[src/rtl/inst_fetch_ctrl.sv]
// Instruction-fetch initiator: owns the PC, drives the cs/addr/stall memory port and
// buffers one fetched word toward decode behind a valid/ready handshake.
module inst_fetch_ctrl #(
  parameter logic [31:0] RESET_PC = 32'h0000_0000,
  parameter int          TIMEOUT  = 16
) (
  input  logic        clk,
  input  logic        rst,
  output logic        mem_cs,
  output logic [31:0] mem_addr,
  input  logic [31:0] mem_dout,
  input  logic        mem_stall,
  output logic        inst_valid,
  input  logic        inst_ready,
  output logic [31:0] inst_data,
  output logic [31:0] inst_pc,
  input  logic        redirect,
  input  logic [31:0] redirect_pc,
  output logic        busy,
  output logic        fetch_timeout,
  output logic        misaligned
);

  typedef enum logic [1:0] {GAP, FETCH, HOLD} state_t;

  localparam logic [7:0] TO_LIM = 8'(TIMEOUT);

  state_t      state_q, state_d;
  logic [31:0] pc_q, pc_d;
  logic        valid_q, valid_d;
  logic [31:0] data_q, data_d;
  logic [31:0] ipc_q, ipc_d;
  logic        to_q, to_d;
  logic        mis_q, mis_d;
  logic [7:0]  cnt_q, cnt_d;

  always_ff @(posedge clk or posedge rst) begin
    if (rst) begin
      state_q <= GAP;
      pc_q    <= RESET_PC;
      valid_q <= 1'b0;
      data_q  <= '0;
      ipc_q   <= '0;
      to_q    <= 1'b0;
      mis_q   <= 1'b0;
      cnt_q   <= '0;
    end else begin
      state_q <= state_d;
      pc_q    <= pc_d;
      valid_q <= valid_d;
      data_q  <= data_d;
      ipc_q   <= ipc_d;
      to_q    <= to_d;
      mis_q   <= mis_d;
      cnt_q   <= cnt_d;
    end
  end

  always_comb begin
    state_d = state_q;
    pc_d    = pc_q;
    valid_d = valid_q;
    data_d  = data_q;
    ipc_d   = ipc_q;
    to_d    = to_q;
    mis_d   = mis_q;
    cnt_d   = cnt_q;
    // Redirect wins over everything: an access completing this cycle is dropped.
    if (redirect) begin
      pc_d    = {redirect_pc[31:2], 2'b00};
      valid_d = 1'b0;
      state_d = GAP;
      if (redirect_pc[1:0] != 2'b00) mis_d = 1'b1;
    end else begin
      case (state_q)
        GAP: begin
          state_d = FETCH;
          cnt_d   = '0;
        end
        FETCH: begin
          if (!mem_stall) begin
            data_d  = mem_dout;
            ipc_d   = pc_q;
            valid_d = 1'b1;
            pc_d    = pc_q + 32'd4;
            state_d = HOLD;
          end else begin
            if (cnt_q != 8'hFF) cnt_d = cnt_q + 8'd1;
            if (cnt_d == TO_LIM) to_d = 1'b1;
          end
        end
        HOLD: begin
          if (valid_q && inst_ready) begin
            valid_d = 1'b0;
            state_d = FETCH;
            cnt_d   = '0;
          end
        end
        default: state_d = GAP;
      endcase
    end
  end

  assign mem_cs        = (state_q == FETCH);
  assign busy          = (state_q == FETCH);
  assign mem_addr      = {2'b00, pc_q[31:2]};
  assign inst_valid    = valid_q;
  assign inst_data     = data_q;
  assign inst_pc       = ipc_q;
  assign fetch_timeout = to_q;
  assign misaligned    = mis_q;

endmodule
[config.mk]
export PLATFORM = sky130hd
export DESIGN_NAME = inst_fetch_ctrl
export DESIGN_NICKNAME = d
export VERILOG_FILES = /design/src/rtl/inst_fetch_ctrl.sv
export SDC_FILE = /design/constraint.sdc
export NUM_CORES = 1
export LEC_CHECK = 0
export CORE_UTILIZATION = 30
export DETAILED_ROUTE_END_ITERATION = 16
export GPL_TIMING_DRIVEN = 1
export HOLD_SLACK_MARGIN = 0.12
export PLACE_DENSITY = 0.68
export SLEW_MARGIN = 0
export SYNTH_ARGS = -nofsm -noshare
export SYNTH_HDL_FRONTEND = slang
export SYNTH_SLANG_ARGS = --single-unit
[constraint.sdc]
create_clock -name clk -period 3.4 [get_ports clk]
set_input_delay 0.51 -clock clk [delete_from_list [all_inputs] [get_ports clk]]
set_output_delay 0.51 -clock clk [all_outputs]
set_load 0.05 [all_outputs]
==> results.json, run 1 <==
{
  "cts_htree_levels": 3,
  "gp_congestion": 0.779,
  "dp.cells": 777,
  "vdd_drop_max_v": 0.000329,
  "synthFlopType": "dfrtp_1",
  "cp_slowest_cell": "clkdlybuf4s50_1",
  "hold_buffers": 0,
  "drt-total-wl_mm": 12.1,
  "root_buffer": "clkbuf_16",
  "min_period_over_period": 0.734,
  "vias": 3725,
  "synthAdderAreaFrac": 0.00527,
  "track_usage": 0.154,
  "sequentialPowerShare": 0.360,
  "place_ws_ns": 0.591,
  "num-nets-final": 648,
  "worst_pin_slew_ns": 0.604,
  "finalSetupTns_ns": 0,
  "critPathRequiredTime_ns": 2.89,
  "yosys.area_share.simple": 0.131,
  "seq_area_frac_synth": 0.553,
  "port_buffers": 165,
  "fp.dieH_um": 128,
  "final_common_cell": "clkdlybuf4s50_1",
  "setup_viol": 0,
  "rsz0062_at_grt": "false",
  "path_delay_family": "buffers and inverters",
  "clock-sinks": 105,
  "synth_top_family_by_area": "multiplexers",
  "grt_overflow_total": 0,
  "p_leak_nw": 2.82,
  "worst-path-buf-inv": 1,
  "maxSlewViolCount": 0,
  "maxCapViolCount": 0,
  "clkLatencyLatePin_ns": 0.35,
  "clockBufferDepth": 2,
  "synth.area.mux_share": 0.154,
  "drt-wirelength-per-cell_um": 15.3,
  "postLayoutCoreUtil": 0.454,
  "cp_max_fo": 8,
  "ctsResizeCount": 0,
  "p_clk_frac": 0.238,
  "final_cell_mix": "164 x clkdlybuf4s50_1, 105 x dfrtp_1, 63 x mux2_2, 47 x nand2_1, 31 x o21ai_0",
  "antenna_found_initial": 0,
  "coreArea_mm2": 0.0153,
  "dieArea_mm2": 0.0163,
  "worst-endpoint-arrival_ns": 1.98,
  "synth_cell_types": 47,
  "stdcell_count": 793,
  "path_clk_slew_ns": 0.07,
  "p_per_area_mw_per_mm2": 664,
  "swShare": 0.388,
  "outcome": "finished, final reports clean",
  "slowest_delay_ns": 0.88,
  "drc": 0,
  "cts_buffers": 9,
  "synth_compound_area_frac": 0.0722,
  "ff2ff_setup_slack_ns": 1.19,
  "totalPowerFinal_mw": 4.62,
  "slew_headroom": 0.594,
  "path_cells": "nor2b_1 > clkdlybuf4s50_1",
  "synthCells": 414,
  "synth_edf_count": 0,
  "hold_viol_final": 0,
  "start_util": 0.310,
  "clock_skew_ns": 0.00877,
  "ys_seq_elements": 105,
  "p_int_mw": 2.83,
  "grt_pass1_vias": 3755,
  "switchingPower_mw": 1.79,
  "async_reset_ff_frac": 1.00,
  "cts_setup_buffers": 0,
  "fp.dieW_um": 128,
  "worstSetupPathType": "flip-flop to output port",
  "synth-xor-area-share": 0.0498,
  "drtIter0Drc": 232,
  "cts_tree": "done",
  "dr.pass1.iters": 4,
  "synth_warnings": 0,
  "fin_crit_ns": 2.49,
  "syn_avg_cell_area_um2": 11.5,
  "synthesis.area_mm2": 0.00475,
  "p_comb_frac": 0.402,
  "setup_slack_ns": 0.906,
  "antenna_cells": 0,
  "grt_max_degree": 106,
  "grt_first_pass_wirelength_mm": 19.5,
  "rows": 45,
  "fmax_mhz": 401,
  "start_kind": "flip-flop",
  "dp_hpwl_mm": 8.83,
  "drive_gt1_frac": 0.163,
  "vias_per_cell": 4.70,
  "antenna_left": 0,
  "area_growth_pct": 46.6,
  "io_pins": 170,
  "hp-class": "flip-flop to flip-flop",
  "endpoint_kind": "output port"
}
[cell usage after synthesis (3+ instances only)]
library cell,instances,area [um^2]
nor3_1,7,35.0
buf_2,8,40.0
nor4_1,5,31.3
xnor2_1,8,70.1
nor2b_1,3,18.8
nor2_1,13,48.8
and3_1,5,31.3
xor2_1,19,166
a31oi_1,4,25.0
mux2_2,63,709
nand3_1,11,55.1
inv_1,11,41.3
dfrtp_1,105,2630
a21oi_1,7,35.0
nand2_1,47,176
o21ai_0,31,155
nand4_1,16,100
buf_4,5,37.5
clkbuf_1,11,41.3
[layout make-up]
cell class,instances,area (um^2)
Multi-Input combinational cell,277,1980
Clock inverter,3,46.3
Fill cell,1418,8350
Tap cell,211,264
Clock buffer,13,280
Timing Repair Buffer,173,1720
Inverter,11,43.8
Sequential cell,105,2630
[per-stage QoR]
step	hold WS (ns)	area [um^2]
detailed placement	0.460	6630
global route	0.494	6960
finish	0.469	6960
global placement	0.452	6630
floorplan	0.496	4760
CTS	0.476	6960
[sequential cells by signal, summed over array words and instances (netlist names)]
signal,cells
inst_pc,30
fetch_timeout,1
inst_valid,1
state_q,2
inst_data,32
cnt_q,8
pc_q,30
misaligned,1
[kinds of logic (layout without fill, tap and decap cells)]
kind of cell | Yosys count | after routing
AND/OR/NAND/NOR | 121 | 121
flip-flops | 105 | 105
multiplexers | 65 | 65
AO/OA/AOI/OAI | 58 | 58
buffers and inverters | 35 | 200
XOR/XNOR | 27 | 27
adder cells (fa/ha/maj) | 2 | 2
other | 1 | 4
[routing by layer]
layer	GRT usage	wire [um]	vias up
met5	0	0	-
met2	0.242	5780	116
li1	-	-	1775
met4	0.0664	262	0
met3	0.0363	648	16
met1	0.202	5410	1818
[path summary, 6_finish.rpt]
| kind | startpoint | to | depth (start not counted) |
|---|---|---|---|
| min reg2reg | misaligned | misaligned | 1 |
| max reg2reg | state_q[1] | pc_q[28] | 5 |
| max in group asynchronous | rst | cnt_q[5] | 3 |
| max | state_q[1] | busy | 2 |
| min | misaligned | misaligned | 1 |
| min in group asynchronous | rst | inst_data[10] | 3 |
[power groups by stage]
stage	Clock (mW)	Sequential (mW)	Combinational [mW]
6_report	1.10	1.66	1.86
5_1_grt	1.19	1.70	1.93
4_1_cts	1.14	1.67	1.87
3_5_place_dp	0	1.69	1.87
3_3_place_gp	0	1.67	1.86
2_1_floorplan	0	2.53	0.338
(Power assumes the default switching activity.)
==> inputs of run 2 (changes only) <==
Settings changed: PLACE_DENSITY 0.68 to 0.65.
Clock period 3.4 ns to 2.3 ns, I/O delays scaled along.
==> run 2 against run 1 <==
Combinational power grew 51%. Register-to-register slack lost 0.98 ns. Via count grew 2.6%. First-iteration DRC count shrank 39%. Critical path depth grew 4. Clock skew is essentially flat. Worst setup slack lost 0.69 ns. Die area is the same. Sequential share of layout area shrank 0.78 points. Global-route usage grew 0.77 points. Clock-buffer cell count shrank 2. Core utilization grew 0.96 points.
==> results.json, run 2 (synthesized netlist as in run 1, its figures left out) <==
{
  "vias": 3820,
  "coreArea_mm2": 0.0153,
  "gp_congestion": 0.752,
  "worst-path-buf-inv": 0,
  "cts_buffers": 9,
  "clockBufferDepth": 2,
  "worst_pin_slew_ns": 0.624,
  "cts_htree_levels": 3,
  "port_buffers": 165,
  "clkLatencyLatePin_ns": 0.36,
  "dp.cells": 798,
  "cts_tree": "done",
  "fp.dieH_um": 128,
  "postLayoutCoreUtil": 0.464,
  "fmax_mhz": 479,
  "antenna_found_initial": 0,
  "drtIter0Drc": 141,
  "drt-total-wl_mm": 12.8,
  "min_from": "redirect",
  "finalSetupTns_ns": 0,
  "maxCapViolCount": 0,
  "hold_viol_final": 0,
  "hold_buffers": 0,
  "clock-sinks": 105,
  "stdcell_count": 814,
  "outcome": "finished, final reports clean",
  "grt_max_degree": 106,
  "vias_per_cell": 4.69,
  "path_cells": "ha_1 > nand2_1 > or4_1 > o21a_1 > a2111oi_2 > a41o_1",
  "clock_skew_ns": 0.00886,
  "r2r_start": "cnt_q[1]",
  "dieArea_mm2": 0.0163,
  "antenna_cells": 0,
  "place_area_mm2": 0.00680,
  "grt_first_pass_wirelength_mm": 20.3,
  "dr.pass1.iters": 5,
  "worstSetupPathType": "flip-flop to flip-flop",
  "crit_start": "cnt_q[1]",
  "fin_area_mm2": 0.00711,
  "start_kind": "flip-flop",
  "min_period_over_period": 0.907,
  "cts_setup_buffers": 0,
  "cp_max_fo": 8,
  "p_leak_nw": 2.92,
  "hp-class": "input pin to flip-flop",
  "final_common_cell": "clkdlybuf4s50_1",
  "totalPowerFinal_mw": 6.81,
  "slew_headroom": 0.584,
  "antenna_left": 0,
  "grt_overflow_total": 0,
  "worst-endpoint-arrival_ns": 2.38,
  "rows": 45,
  "maxSlewViolCount": 0,
  "drive_gt1_frac": 0.192,
  "path_clk_slew_ns": 0.06,
  "setup_viol": 0,
  "dp_hpwl_mm": 9.48,
  "cp_slowest_cell": "or4_1",
  "ff2ff_setup_slack_ns": 0.21,
  "drc": 0,
  "io_pins": 170,
  "num-nets-final": 669,
  "final_cell_mix": "162 x clkdlybuf4s50_1, 105 x dfrtp_1, 63 x mux2_2, 47 x nand2_1, 31 x o21ai_0",
  "p_per_area_mw_per_mm2": 958,
  "root_buffer": "clkbuf_16",
  "critPathRequiredTime_ns": 2.59,
  "fp.dieW_um": 128,
  "path_delay_family": "simple AND/OR/NAND/NOR gates",
  "slowest_delay_ns": 0.53,
  "area_growth_pct": 49.7,
  "vdd_drop_max_v": 0.000514,
  "track_usage": 0.162,
  "fin_crit_ns": 2.09,
  "drt-wirelength-per-cell_um": 15.7,
  "grt_pass1_vias": 3965,
  "endpoint_kind": "flip-flop",
  "start_util": 0.310,
  "rsz0062_at_grt": "false",
  "largest_register_ff_count": 32
}
-- run 2: layout make-up --
class / instances / area [um^2]
Clock buffer: 11 / 233
Sequential cell: 105 / 2630
Clock inverter: 5 / 62.6
Tap cell: 211 / 264
Fill cell: 1451 / 8210
Multi-Input combinational cell: 277 / 1990
Inverter: 11 / 45.0
Timing Repair Buffer: 194 / 1890
-- run 2: final timing paths --
kind | to | cells after the start
hold reg to reg | fetch_timeout | 1
setup reg to reg | fetch_timeout | 6
max in group asynchronous | inst_pc[20] | 3
setup / recovery | fetch_timeout | 6
hold / removal | inst_valid | 2
min in group asynchronous | inst_data[18] | 3
-- run 2: power by group --
group	total [mW]	internal (mW)	switching (mW)	leakage [nW]
combinational	2.80	1.03	1.77	1.50
clock	1.56	0.853	0.705	0.137
sequential	2.45	2.21	0.235	1.28
total	6.81	4.10	2.71	2.92
-- run 2: through the flow --
stage	hold slack, ns	worst slack [ns]
global placement	0.450	-0.106
CTS	0.316	0.0365
floorplan	0.462	0.138
detailed placement	0.461	-0.0947
global route	0.330	0.0347
finish	0.325	0.213
-- run 2: what timing repair did --
action	in CTS	in global routing
endpoints found under the hold margin	0	0
resized for setup	0	3
endpoints found under the setup margin	0	2
-- run 2: per-layer routing --
metal	wire, um	track usage
met5	0	0
met4	204	0.0498
met3	1080	0.0597
met2	6050	0.270
met1	5430	0.193
